==> src/rtl/cm_color_if.sv <==
// Quadrant colour write handshake between the CM configuration module and the colour bank.
interface cm_color_if #(
  parameter int c_addr_WIDTH = 2,
  parameter int c_data_WIDTH = 8
);
  logic [c_addr_WIDTH-1:0] c_addr;
  logic [c_data_WIDTH-1:0] c_data;
  logic                    c_valid;
  logic                    c_ready;

  modport master (output c_addr, output c_data, output c_valid, input c_ready);
  modport slave  (input c_addr, input c_data, input c_valid, output c_ready);
endinterface

==> src/rtl/cm_color_bank.sv <==
// Four-quadrant colour bank driving the per-pixel colour toward the VGA stage.
// CM_COLOR_SHADOW_EN: when defined, writes land in shadow registers and commit on a VSync rising edge.
module cm_color_bank #(
  parameter int H_ACTIVE     = 640,
  parameter int V_ACTIVE     = 480,
  parameter int POS_WIDTH    = 10,
  parameter int c_addr_WIDTH = 2,
  parameter int c_data_WIDTH = 8
) (
  input  logic                    clk,
  input  logic                    rst_n,
  cm_color_if.slave               cfg,
  input  logic                    VSync,
  input  logic                    Vertical_Split,
  input  logic                    Horizontal_Split,
  input  logic [POS_WIDTH-1:0]    h_pos,
  input  logic [POS_WIDTH-1:0]    v_pos,
  input  logic                    pixel_en,
  output logic [c_data_WIDTH-1:0] pixel_data,
  output logic                    cfg_pending
);
  localparam int NQ = 2 ** c_addr_WIDTH;
  localparam logic [POS_WIDTH-1:0] H_HALF = POS_WIDTH'(H_ACTIVE / 2);
  localparam logic [POS_WIDTH-1:0] V_HALF = POS_WIDTH'(V_ACTIVE / 2);

  typedef enum logic {IDLE, WRITE} state_t;

  state_t                  state_reg, state_next;
  logic                    ready_c;
  logic                    xfer;
  logic [NQ-1:0]           wr_en;
  logic [c_data_WIDTH-1:0] active_reg [NQ];
  logic [c_data_WIDTH-1:0] pixel_reg;
  logic [c_addr_WIDTH-1:0] sel;
  logic                    right, down;

  always_ff @(posedge clk) begin
    if (!rst_n) state_reg <= IDLE;
    else        state_reg <= state_next;
  end

  // Ready is gated by reset so nothing can be accepted while the bank is held.
  always_comb begin
    state_next = state_reg;
    ready_c    = 1'b0;
    case (state_reg)
      IDLE: begin
        ready_c = rst_n;
        if (cfg.c_valid && rst_n) state_next = WRITE;
      end
      WRITE: state_next = IDLE;
      default: state_next = IDLE;
    endcase
  end

  assign cfg.c_ready = ready_c;
  assign xfer        = cfg.c_valid && ready_c;

  genvar gi;
  generate
    for (gi = 0; gi < NQ; gi++) begin : g_wr_en
      assign wr_en[gi] = xfer && (cfg.c_addr == c_addr_WIDTH'(gi));
    end
  endgenerate

`ifdef CM_COLOR_SHADOW_EN
  logic [c_data_WIDTH-1:0] shadow_reg  [NQ];
  logic [c_data_WIDTH-1:0] shadow_next [NQ];
  logic                    vs_q_reg;
  logic                    pending_reg;
  logic                    commit;

  assign commit = VSync && !vs_q_reg;

  // Commit copies shadow next-state so a same-cycle write is captured.
  generate
    for (gi = 0; gi < NQ; gi++) begin : g_shadow
      assign shadow_next[gi] = wr_en[gi] ? cfg.c_data : shadow_reg[gi];
    end
  endgenerate

  always_ff @(posedge clk) begin
    if (!rst_n) begin
      for (int i = 0; i < NQ; i++) begin
        shadow_reg[i] <= '0;
        active_reg[i] <= '0;
      end
      vs_q_reg    <= 1'b0;
      pending_reg <= 1'b0;
    end else begin
      vs_q_reg <= VSync;
      for (int i = 0; i < NQ; i++) begin
        shadow_reg[i] <= shadow_next[i];
        if (commit) active_reg[i] <= shadow_next[i];
      end
      if (commit)    pending_reg <= 1'b0;
      else if (xfer) pending_reg <= 1'b1;
    end
  end

  assign cfg_pending = pending_reg;
`else
  logic unused_vsync;
  assign unused_vsync = VSync;

  always_ff @(posedge clk) begin
    if (!rst_n) begin
      for (int i = 0; i < NQ; i++) active_reg[i] <= '0;
    end else begin
      for (int i = 0; i < NQ; i++) begin
        if (wr_en[i]) active_reg[i] <= cfg.c_data;
      end
    end
  end

  assign cfg_pending = 1'b0;
`endif

  assign right = h_pos >= H_HALF;
  assign down  = v_pos >= V_HALF;
  assign sel   = {Horizontal_Split && down, Vertical_Split && right};

  always_ff @(posedge clk) begin
    if (!rst_n)        pixel_reg <= '0;
    else if (pixel_en) pixel_reg <= active_reg[sel];
    else               pixel_reg <= '0;
  end

  assign pixel_data = pixel_reg;
endmodule

==> src/flat_wrapper.sv <==
// flat-port wrapper written by rule: the top's interface ports become plain ports
module cm_color_bank_flat 
#(
  parameter int H_ACTIVE     = 640,
  parameter int V_ACTIVE     = 480,
  parameter int POS_WIDTH    = 10,
  parameter int c_addr_WIDTH = 2,
  parameter int c_data_WIDTH = 8
)
  (clk, rst_n, VSync, Vertical_Split, Horizontal_Split, h_pos, v_pos, pixel_en, pixel_data, cfg_pending, cfg_c_addr, cfg_c_data, cfg_c_valid, cfg_c_ready);
  cm_color_if #(.c_addr_WIDTH(c_addr_WIDTH), .c_data_WIDTH(c_data_WIDTH)) cfg_i ();
  input  logic clk;
  input  logic rst_n;
  input  logic VSync;
  input  logic Vertical_Split;
  input  logic Horizontal_Split;
  input  logic [POS_WIDTH-1:0] h_pos;
  input  logic [POS_WIDTH-1:0] v_pos;
  input  logic pixel_en;
  output logic [c_data_WIDTH-1:0] pixel_data;
  output logic cfg_pending;
  input wire logic [$bits(cfg_i.c_addr)-1:0] cfg_c_addr;
  input wire logic [$bits(cfg_i.c_data)-1:0] cfg_c_data;
  input wire logic [$bits(cfg_i.c_valid)-1:0] cfg_c_valid;
  output wire logic [$bits(cfg_i.c_ready)-1:0] cfg_c_ready;
  assign cfg_i.c_addr = cfg_c_addr;
  assign cfg_i.c_data = cfg_c_data;
  assign cfg_i.c_valid = cfg_c_valid;
  assign cfg_c_ready = cfg_i.c_ready;
  cm_color_bank #(.H_ACTIVE(H_ACTIVE), .V_ACTIVE(V_ACTIVE), .POS_WIDTH(POS_WIDTH), .c_addr_WIDTH(c_addr_WIDTH), .c_data_WIDTH(c_data_WIDTH)) u_core (.clk(clk), .rst_n(rst_n), .cfg(cfg_i), .VSync(VSync), .Vertical_Split(Vertical_Split), .Horizontal_Split(Horizontal_Split), .h_pos(h_pos), .v_pos(v_pos), .pixel_en(pixel_en), .pixel_data(pixel_data), .cfg_pending(cfg_pending));
endmodule
==> config.mk <==
export PLATFORM = sky130hd
export DESIGN_NAME = cm_color_bank_flat
export DESIGN_NICKNAME = d
export VERILOG_FILES = /design/src/rtl/cm_color_if.sv /design/src/rtl/cm_color_bank.sv /design/src/flat_wrapper.sv
export SDC_FILE = /design/constraint.sdc
export NUM_CORES = 1
export LEC_CHECK = 0
export ABC_AREA = 1
export BUFFER_PORTS_ARGS = -buffer_cell sky130_fd_sc_hd__buf_2
export CAP_MARGIN = 0
export CELL_PAD_IN_SITES_DETAIL_PLACEMENT = 1
export CELL_PAD_IN_SITES_GLOBAL_PLACEMENT = 1
export CORE_ASPECT_RATIO = 1.25
export CORE_UTILIZATION = 30
export CTS_CLUSTER_DIAMETER = 50
export DETAILED_ROUTE_END_ITERATION = 12
export GPL_TIMING_DRIVEN = 1
export PLACE_DENSITY = 0.66
export SYNTH_ARGS = -nofsm -noshare
export SYNTH_HDL_FRONTEND = slang
export SYNTH_SLANG_ARGS = --single-unit
==> constraint.sdc <==
create_clock -name clk -period 1.7 [get_ports clk]
set_clock_uncertainty 0.05 [all_clocks]
set_input_delay 0.17 -clock clk [delete_from_list [all_inputs] [get_ports clk]]
set_output_delay 0.17 -clock clk [all_outputs]
set_load 0.01 [all_outputs]
==> run summary, run 1 <==
The floorplan step set the die height to 89.3 µm. The largest total area in the synthesized netlist belongs to sky130_fd_sc_hd__edfxtp_1. The number of antenna repair diodes was 0.

For this run, the detailed router's first-pass iteration total came to 4. In this run, CTS created clock tree buffers numbering 5. Fraction of the mapped netlist area in compound gates: 2.87%.

Count of cells along the worst register-to-register path: 3. The area share of the leading cell type in the synthesized netlist was 52.5%; the setup TNS after final layout was 0 ns. Fill cells in the final layout number 714. Once the floorplan was initialized, standard cells occupied 31.3% of the core. The max-slew headroom at the worst pin is 64.7%, and the number of nets in the finished design is 270. In the layout the commonest cells are sky130_fd_sc_hd__inv_1, sky130_fd_sc_hd__nor2_1, sky130_fd_sc_hd__buf_2, sky130_fd_sc_hd__edfxtp_1.

The run gives 0.00183 mm² as the mapped cell area. In the finished design, the share of the clock period the worst path needs comes to 85.9%. The path class of the tightest hold or removal check is in -> reg. Capturing point of the worst reg2reg path: u_core.active_reg[3][3].

By area the synthesized netlist is led by sky130_fd_sc_hd__edfxtp_1, sky130_fd_sc_hd__dfxtp_1, sky130_fd_sc_hd__inv_1. Global routing consumed, over all layers together, 15.2% of the routing resources. The count of hold-fix buffers inserted at cts came out at 0. Synthesis-stage register bit count: 41.

The critical path in this run is classified as reg -> reg. The tools report the number of DRC markers after the initial detailed-route iteration as 72. After floorplanning, the core was divided into 31 placement rows.

Number of instances in the placed design: 308. Transition time at the pin with the least slew margin: 0.528 ns. The reg-to-reg critical path startpoint is u_core.state_reg.

The required arrival time at the worst endpoint is 1.62 ns, and the highest net fanout along the worst path is 8. The total length of routed wires is 4310 µm, and the number of nets produced by synthesis is 227. The congestion estimate from routability-driven global placement came to 0.836. The via density per instance came out at 4.34. After Yosys synthesis, full adders, half adders and majority gates account for 0% of the synthesized area. Largest family of logic cells by synthesized area: simple AND/OR/NAND/NOR gates. Clock-pin slew was measured on the worst setup and hold paths at 0.08 ns. Once detail routing completed, the nets flagged for antenna violations numbered 0. STA classifies the critical path endpoint as a register. The master cell of the clock root buffer is sky130_fd_sc_hd__clkbuf_8. The logs give 341 µV for the maximum VDD drop and 0 for the final count of hold timing violations. Setup violations remaining at the end of the flow were counted as 0.

For the count of final max-slew check failures, the log shows 0. The floorplan die area was 0.00642 mm²; the fraction of final layout cells sized beyond drive strength 1 was 23.5%. The final standard cell area without fillers was 0.00226 mm²; the detailed-placement wirelength estimate was 3380 µm. The combined buffer and inverter count along the critical path was 0; the buffers inserted during post-CTS setup optimization was 0. Category of cells accounting for the largest share of critical-path delay: simple AND/OR/NAND/NOR gates. The total power per unit cell area was 1010 mW/mm². The clock network latency to the later pin of the worst-skew pair came out at 0.30 ns.

On the worst path, the slowest cell contributes a delay of 0.34 ns. The run gives 1413 as the number of global-route vias before repair. For the initial antenna violation count, the log shows 0. After detailed routing, the number of remaining DRC violations is 0.

STA classifies the critical path startpoint as a register. Leaving out fill and tap cells, the most frequent cell in the layout is sky130_fd_sc_hd__inv_1. After Yosys synthesis, XOR and XNOR cells account for 0% of the synthesized area. TritonCTS built the clock tree.

After detailed routing, the average wire length per cell comes to 13.6 µm. Total I/O pin count: 47. The total global routing overflow is 0, and the share of cell area taken by muxes after synthesis is 0%.

STA puts the critical path data arrival time at 1.38 ns. From left edge to right edge, the die measures 71.9 µm. Once placement finished, the instance area stood at 0.00213 mm². The flow ran to the end, and the final reports show no timing, DRC or antenna violations. The leakage power total is 0.00105 µW, and the count of clock tree sinks is 41. The buffer levels on the longest clock path came out at 2. Highest achievable clock rate: 0.685 GHz.

The number of max-capacitance violations reported was 0; the area added between synthesis and finish was 23.5%. For the via count, the log shows 1372. Setup slack on the worst reg-to-reg path comes out at 0.24 ns. The logs give 62.3% for the sequential fraction of the synthesis area and 38.6% for the utilization of the core after routing. The register with the most flip-flops in the layout has 32 of them. Each instance of the synthesized netlist takes up on average 9.63 µm².

The first global-routing pass estimated 7010 µm of wire. Counting I/O delays and the setup requirement, the final critical path takes 1.46 ns. The destination of the worst hold path is u_core.state_reg. The signal on the critical path passes through nor3b_4, nand3_2, nand2_1.

The slowest stage of the critical path belongs to the cell sky130_fd_sc_hd__dfxtp_1. The launch instance of the worst min-delay path is cfg_c_valid. The count of buffers added on input and output ports is 34.

The logs give 0 for the count of instances resized after the clock tree is built and 2 for the H-tree depth. The distinct cell type count after synthesis is 18, and the post-synthesis share of cell area spent on and, or, nand and nor gates is 25.6%. For this run, the number of standard cells in the final layout without fillers is 316. Entering global routing, the biggest net connects 17 pins. For this run, the number of Yosys warnings is 0. Core region area: 0.00586 mm². Hold timing on the final database bottoms out at a slack of 0.136 ns. The run gives 190 as the synthesized instance count.

Setup repair after global routing left no endpoint under its margin. The number of stages on the worst hold path came out at 2.
## routing by layer
metal | GRT usage [%] | vias up | wire length (µm)
met3 | 3.04 | 12 | 155
met2 | 28.1 | 42 | 2220
met5 | 0 | - | 0
li1 | - | 695 | -
met1 | 16.1 | 623 | 1760
met4 | 8.73 | 0 | 172
## how the worst max path moves through the flow
stage | from | to | cells after the start
5_1_grt | u_core.state_reg | u_core.active_reg[0][6] | 3
6_report | u_core.state_reg | u_core.active_reg[3][3] | 3
3_5_place_dp | rst_n | u_core.active_reg[3][4] | 5
4_1_cts | u_core.state_reg | u_core.active_reg[3][4] | 3
3_3_place_gp | rst_n | u_core.active_reg[0][0] | 5
2_1_floorplan | u_core.state_reg | u_core.active_reg[0][0] | 3
## through the flow
| step | total power [µW] | setup WS [ns] |
|---|---|---|
| after floorplan | 1300 | 0.279 |
| after global placement | 1390 | 0.170 |
| after detailed placement | 1400 | 0.131 |
| after CTS | 2320 | 0.209 |
| after global routing | 2380 | 0.149 |
| final | 2290 | 0.239 |
## Yosys cell counts
cell type                   n
sky130_fd_sc_hd__inv_1     36
sky130_fd_sc_hd__nor2_1    34
sky130_fd_sc_hd__edfxtp_1  32
sky130_fd_sc_hd__nand2_1   24
sky130_fd_sc_hd__nand3_1   24
sky130_fd_sc_hd__dfxtp_1    9
sky130_fd_sc_hd__a21oi_1    8
sky130_fd_sc_hd__nand3b_1   8
sky130_fd_sc_hd__nand3_2    4
sky130_fd_sc_hd__buf_2      2
sky130_fd_sc_hd__buf_4      2
sky130_fd_sc_hd__a21boi_1   1
sky130_fd_sc_hd__clkbuf_1   1
sky130_fd_sc_hd__conb_1     1
sky130_fd_sc_hd__nand2_2    1
sky130_fd_sc_hd__nand4_1    1
sky130_fd_sc_hd__nor3b_4    1
sky130_fd_sc_hd__o21ai_0    1
## kinds of logic (layout without fill, tap and decap cells)
kind of cell	Yosys count	count (layout)
AOI/OAI and AO/OA	10	10
buffers and inverters	41	85
DFF	41	41
other	1	1
and+or+nand+nor	97	97
## layout make-up
| cell class | instances | area, µm² | area share [%] |
|---|---|---|---|
| clock buffers | 5 | 68.8 | 3.04 |
| clock inverters | 3 | 65.1 | 2.88 |
| inverters | 36 | 135 | 5.98 |
| multi-input cells | 108 | 526 | 23.2 |
| flip-flops and latches | 41 | 1140 | 50.5 |
| well taps | 82 | 103 | 4.54 |
| repair buffers | 41 | 223 | 9.85 |
## report_power, final
group	leakage, µW	switching [µW]	internal [µW]	total (µW)
logic	0.000578	143	80.4	223
clock network	0.0000681	340	583	924
registers	0.000401	15.2	1130	1150
total	0.00105	498	1800	2290
(Power assumes the default switching activity.)
==> run 2, diff against run 1 <==
CORE_MARGIN = 1   (was not set)
clock period = 1.9 ns   (was 1.7 ns; I/O delays follow)
==> run 2 against run 1 <==
  * Via count grew 0.15%
  * Maximum frequency shrank 1.6%
  * Critical path depth is the same
  * Non-clock buffer count grew 1
  * Critical path type unchanged
  * Critical endpoint is now u_core.active_reg[0][4]
  * Largest cell class unchanged
==> run summary, run 2 (synthesis results as in run 1) <==
The flow ran to the end, and the final reports show no timing, DRC or antenna violations. The clock network latency to the later pin of the worst-skew pair is 0.29 ns (about the same). The layer carrying the most global-route usage was met2.

The logs give 317 (+0.32%) for the final standard cell count with taps included and fillers excluded and 31 (unchanged) for the floorplan row count. The first-pass GRT wire length came out at 6690 µm (-4.6%). The fill cell total of the finished layout was 713 (-0.14%); the number of max-capacitance violations reported was 0 (unchanged).

In the layout the commonest cells are sky130_fd_sc_hd__inv_1, sky130_fd_sc_hd__nor2_1, sky130_fd_sc_hd__buf_2, sky130_fd_sc_hd__edfxtp_1. Class of the most critical setup path: reg -> reg. The largest net degree at the start of global routing came out at 17 (unchanged).

The initial antenna violation count was 0 (unchanged); the detailed-route DRC error count was 0 (unchanged). The run gives 15.8% (-0.31 points) as the met1 usage in global routing. The clock slew seen by the registers of the worst setup and hold paths was 0.07 ns (about the same); the fraction of met2 tracks used by global routing was 25.8% (-2.3 points).

The run gives 14.2% (-1.0 points) as the total track usage. The leakage power total is 0.00104 µW (-0.88%). In this run the critical register-to-register path is captured at u_core.active_reg[0][4]. The library cell used most frequently in the layout, excluding fill and tap cells, is sky130_fd_sc_hd__inv_1. The final weighted congestion in routability-driven placement is 0.706 (-16%).

Endpoint of the most critical setup path: u_core.active_reg[0][4]. The number of instances in the placed design was 309 (+0.32%); the fraction of final layout cells sized beyond drive strength 1 was 23.8% (+0.33 points). Sequential cell area: 0.00114 mm² (unchanged). The number of antenna repair diodes was 0 (unchanged); the count of clock tree sinks was 41 (unchanged). The number of global-route vias before repair came out at 1347 (-4.7%).

Element type at the critical path start: a register. The smallest hold slack was 0.164 ns (+0.0286 ns). The register-to-register path setup slack is 0.42 ns (+0.18 ns). The H-tree depth came out at 2 (unchanged). The core region area came out at 0.00586 mm² (unchanged). Setup repair after global routing left no endpoint under its margin. Highest achievable clock rate: 0.674 GHz (-1.6%). The final cycle utilization of the critical path is 78.1% (-7.8 points), and the total global routing overflow is 0 (unchanged). TritonCTS built the clock tree. The via density per instance was 4.33 (-0.17%); the total length of routed wires was 4050 µm (-6.0%).

Number of flip-flops under the largest register name: 32 (unchanged). STA classifies the critical path endpoint as a register. The most critical setup path has its startpoint at u_core.state_reg. The count of input and output buffers was 34 (unchanged).

The minimum period implied by the final worst setup slack works out to 1.48 ns (+0.0232 ns). The number of buffers added by the clock tree synthesis step was 5 (unchanged); the via count was 1374 (+0.15%). The logs give 0 (unchanged) for the setup-violating endpoint count in the final report and 0 (unchanged) for the final count of hold timing violations.

The logs give 0.00642 mm² (unchanged) for the floorplan die area and 89 (+24%) for the number of DRC markers after the initial detailed-route iteration. Multi-input combinational cell area: 526 µm² (unchanged). The area added between synthesis and finish works out to 22.9%. The total power per unit cell area came out at 856 mW/mm² (-16%).

For the total I/O pin count, the log shows 47 (unchanged). The required arrival time at the worst endpoint is 1.80 ns (+0.18 ns), and the number of nets in the finished design is 271 (+0.37%). The logs give 31.3% (unchanged) for the initial cell density of the core and 2 (unchanged) for the buffer levels on the longest clock path. The detailed-route wire length per cell was 12.8 µm (-6.3%); the detailed-placement wirelength estimate was 3110 µm (-7.8%). Global-route met3 utilization: 2.82% (-0.23 points).

The buffers inserted during post-CTS setup optimization came out at 0 (unchanged). The count of cells along the worst register-to-register path was 3 (unchanged); the vertical extent of the die was 89.3 µm (unchanged). The maximum VDD drop was 386 µV (+13%); the data arrival time of the critical path was 1.39 ns (about the same). The remaining antenna violation count was 0 (unchanged). The path class of the tightest hold or removal check is in -> reg.

The highest net fanout along the worst path works out to 8 (unchanged). The logs give 0 (unchanged) for the count of final max-slew check failures and 0 (unchanged) for the count of hold-fix buffers inserted at cts. The width of the die is 71.9 µm (unchanged). The logs give 0 ns (unchanged) for the setup TNS after final layout and 1930 µW (-16%) for the overall power. The tools report the count of instances resized after the clock tree is built as 0 (unchanged). In this run the critical register-to-register path is launched from u_core.state_reg.

The iteration count of the initial detailed-routing pass was 4 (unchanged); the utilization of the core after routing was 38.4% (-0.19 points). Master cell of the clock root buffer: sky130_fd_sc_hd__clkbuf_8.
==> run 2: cell count changes in the layout (fill, tap and decap cells not counted), sizes merged <==
cell      previous run  this run
buf                 41        42
clkinvlp             0         1
bufinv               2         1
==> run 2: final cells by class <==
type / count / share of cell area [%]
flip-flops and latches: 41 / 50.7
multi-input cells: 108 / 23.4
repair buffers: 42 / 10.2
inverters: 36 / 6.01
well taps: 82 / 4.56
clock buffers: 5 / 3.06
clock inverters: 3 / 2.06
==> run 2: through the flow <==
| step | instance area, µm² | setup slack [ns] |
|---|---|---|
| 2_1_floorplan | 1830 | 0.479 |
| 3_3_place_gp | 2130 | 0.328 |
| 3_5_place_dp | 2130 | 0.281 |
| 4_1_cts | 2250 | 0.375 |
| 5_1_grt | 2250 | 0.282 |
| 6_report | 2250 | 0.416 |
==> run 2: critical path: stages (launching register included) <==
cell and delay [ns]:
sky130_fd_sc_hd__dfxtp_1 0.34, sky130_fd_sc_hd__nor3b_4 0.32, sky130_fd_sc_hd__nand3_2 0.12, sky130_fd_sc_hd__nand2_1 0.32
==> run 2: power breakdown <==
group	switching (µW)	internal, µW	leakage (µW)
registers	12.9	1010	0.000401
logic	124	73.5	0.000583
clock network	310	393	0.0000543
total	448	1480	0.00104
==> run 2: routing by layer <==
| layer | up-vias | part of all wire, % |
|---|---|---|
| li1 | 695 | - |
| met1 | 637 | 43 |
| met5 | - | 0 |
| met2 | 36 | 51 |
| met4 | 0 | 2.0 |
| met3 | 6 | 4.3 |
==> run 2: worst min path at each step <==
stage / from / endpoint / slack, ns / depth (start not counted)
2_1_floorplan: cfg_c_valid / u_core.state_reg / 0.35 / 1
3_3_place_gp: u_core.state_reg / u_core.state_reg / 0.45 / 1
3_5_place_dp: u_core.state_reg / u_core.state_reg / 0.45 / 1
4_1_cts: cfg_c_valid / u_core.state_reg / 0.15 / 2
5_1_grt: cfg_c_valid / u_core.state_reg / 0.16 / 2
6_report: cfg_c_valid / u_core.state_reg / 0.16 / 2
==> run 3, diff against run 2 <==
PLACE_DENSITY = 0.68   (was 0.66)
clock period = 1.2 ns   (was 1.9 ns; I/O delays follow)
==> run 3 against run 2 <==
  * The run now ends with setup timing left
  * Via count fell by 1.5%
  * Final cell count increased by 0.32%
  * Design area is 7.6% higher
  * Combinational power grew 82%
  * Power increased by 60%
  * Setup slack got worse by 0.54 ns
  * Clock-buffer cell count stayed put
  * Largest cell class unchanged
  * Largest power group unchanged
  * Highest routed layer unchanged
==> run summary, run 3 (synthesis results as in run 1) <==
The initial cell density of the core was 31.3% (unchanged). The smallest hold slack is 0.0819 ns (-0.0824 ns), and the final count of hold timing violations is 0 (unchanged). The final weighted congestion in routability-driven placement was 0.757 (+7.3%); the vertical extent of the die was 89.3 µm (unchanged).

The capturing point of the worst reg2reg path was u_core.active_reg[2][7]. For the final standard cell count with taps included and fillers excluded, the log shows 318 (+0.32%). The logs give -0.123 ns (-0.539 ns) for the smallest setup slack after layout and 4 (unchanged) for the iteration count of the initial detailed-routing pass.

Core region area: 0.00586 mm² (unchanged). The number of flip-flops under the largest register name was 32 (unchanged). The power spent charging and discharging nets is 726 µW (+62%). TritonCTS built the clock tree. Share of power burned in registers: 52.7% (-0.5 points). The worst setup path is of the reg -> reg kind.

The via density per instance came out at 4.25 (-1.8%). Number of max-capacitance violations reported: 0 (unchanged). The share of total power in combinational logic came out at 11.7% (+1.4 points).

The type of the tightest min-delay check was in -> reg. For the required arrival time at the worst endpoint, the log shows 1.15 ns (-0.65 ns). Clock slew seen by the registers of the worst setup and hold paths: 0.08 ns (about the same). The floorplan row count was 31 (unchanged); the count of clock tree sinks was 41 (unchanged). The tools report the count of final max-slew check failures as 0 (unchanged). The register-to-register path setup slack is -0.12 ns (-0.54 ns). STA classifies the critical path endpoint as a register. The leakage power total came out at 0.00106 µW (+1.8%). Remaining antenna violation count: 0 (unchanged). The number of buffers added by the clock tree synthesis step is 5 (unchanged), and the total track usage is 14.0% (-0.18 points). The buffer levels on the longest clock path was 2 (unchanged); the buffers inserted during post-CTS setup optimization was 0 (unchanged). The logs give 47 (unchanged) for the total I/O pin count and 3080 µW (+60%) for the overall power. The critical path ends at u_core.active_reg[2][7]. The width of the die is 71.9 µm (unchanged). Leaving out fill and tap cells, the most frequent cells in the layout are sky130_fd_sc_hd__inv_1, sky130_fd_sc_hd__buf_2, sky130_fd_sc_hd__edfxtp_1, sky130_fd_sc_hd__nand3_1, sky130_fd_sc_hd__nand2_1. The data arrival time of the critical path was 1.27 ns (-0.12 ns); the count of hold-fix buffers inserted at cts was 0 (unchanged).

The number of instances in the placed design was 310 (+0.32%); the number of nets in the finished design was 272 (+0.37%). Setup repair after global routing could not meet its margin everywhere. The tools report the fill cell total of the finished layout as 678 (-4.9%). The tree is rooted in a sky130_fd_sc_hd__clkbuf_8. The tools report the design internal power as 2350 µW (+59%). Highest net fanout along the worst path: 8 (unchanged).

The highest achievable clock rate is 0.756 GHz (+12%), and the maximum VDD drop is 604 µV (+57%). The run gives 1334 (-0.97%) as the number of global-route vias before repair. The flow ran to the end, but the final reports show violations.

For the clock network fraction of total power, the log shows 35.6% (-0.9 points). The detailed-route wire length per cell was 12.9 µm (+0.77%). Floorplan die area: 0.00642 mm² (unchanged). The switching power as a share of total power is 23.6% (+0.37 points). The leading cell type in the layout, fill and taps excluded was sky130_fd_sc_hd__inv_1.

The total power per unit cell area works out to 1270 mW/mm² (+49%). The critical path starts at u_core.state_reg. The setup-violating endpoint count in the final report is 64 (+64), and the H-tree depth is 2 (unchanged). The final reports fail on setup timing. The total global routing overflow was 0 (unchanged); the area added between synthesis and finish was 32.2%. The number of antenna repair diodes was 0 (unchanged). Number of DRC markers after the initial detailed-route iteration: 46 (-48%). The startpoint identified for the worst register-to-register timing path is u_core.state_reg. The final cycle utilization of the critical path is 110% (+32 points), and the via count is 1353 (-1.5%). Detailed-placement wirelength estimate: 3150 µm (+1.2%). Detailed-route DRC error count: 0 (unchanged). The clock network latency to the later pin of the worst-skew pair was 0.29 ns (about the same). The tools report the element type at the critical path start as a register. The tools report the total length of routed wires as 4090 µm (+1.1%). The count of input and output buffers was 34 (unchanged).

The count of cells along the worst register-to-register path came out at 3 (unchanged). The largest net degree at the start of global routing came out at 17 (unchanged). The fraction of final layout cells sized beyond drive strength 1 came out at 35.2% (+11 points). First-pass GRT wire length: 6600 µm (-1.2%).

The minimum period implied by the final worst setup slack is 1.32 ns (-0.161 ns). The run gives 0 (unchanged) as the initial antenna violation count.
run 3: how the worst min path moves through the flow:
stage,startpoint,endpoint,slack (ns),cells after the start
after floorplan,cfg_c_valid,u_core.state_reg,0.28,1
after global placement,cfg_c_valid,u_core.state_reg,0.40,2
after detailed placement,cfg_c_valid,u_core.state_reg,0.40,2
after CTS,cfg_c_valid,u_core.state_reg,0.08,2
after global routing,cfg_c_valid,u_core.state_reg,0.07,2
final,cfg_c_valid,u_core.state_reg,0.08,2
run 3: final cells by class:
type                    count  area [µm²]  area share (%)
repair buffers             43         269            11.1
clock inverters             3        41.3            1.71
clock buffers               5        68.8            2.84
well taps                  82         103            4.24
flip-flops and latches     41        1140            47.2
inverters                  36         135            5.58
multi-input cells         108         661            27.3
run 3: critical path, stage by stage (launching register included):
cell,delay [ns]
sky130_fd_sc_hd__dfxtp_2,0.34
sky130_fd_sc_hd__nor3b_4,0.31
sky130_fd_sc_hd__nand3_2,0.18
sky130_fd_sc_hd__nand2_4,0.15
run 3: power by group through the flow:
stage          Clock (µW)  Sequential (µW)  Combinational (µW)
2_1_floorplan           0             1660                 189
3_5_place_dp            0             1660                 340
5_1_grt              1170             1630                 407
3_3_place_gp            0             1650                 334
4_1_cts              1110             1620                 345
6_report             1090             1620                 360
run 3: repair_timing:
action	4_1_cts	5_1_grt
pin swaps	1	0
gates resized for setup	7	31
endpoints found under the setup margin	64	64
run 3: metal layers:
metal  global-route usage, %  up-vias  wire (µm)
met5                       0        -          0
met4                    5.53        0         87
met3                    3.04        4        208
met2                    25.9       42       2200
met1                    15.7      607       1590
li1                        -      700          -
run 3: per-stage QoR:
stage                     TNS, ns  area (µm²)  worst slack, ns  util, %
final                       -5.95        2420           -0.123     41.3
after global routing        -8.70        2420           -0.168     41.3
after CTS                   -5.63        2310           -0.117     39.5
after detailed placement    -6.12        2180           -0.125     37.3
after global placement      -3.71        2180          -0.0844     37.3
after floorplan             -3.83        1860           -0.120        -
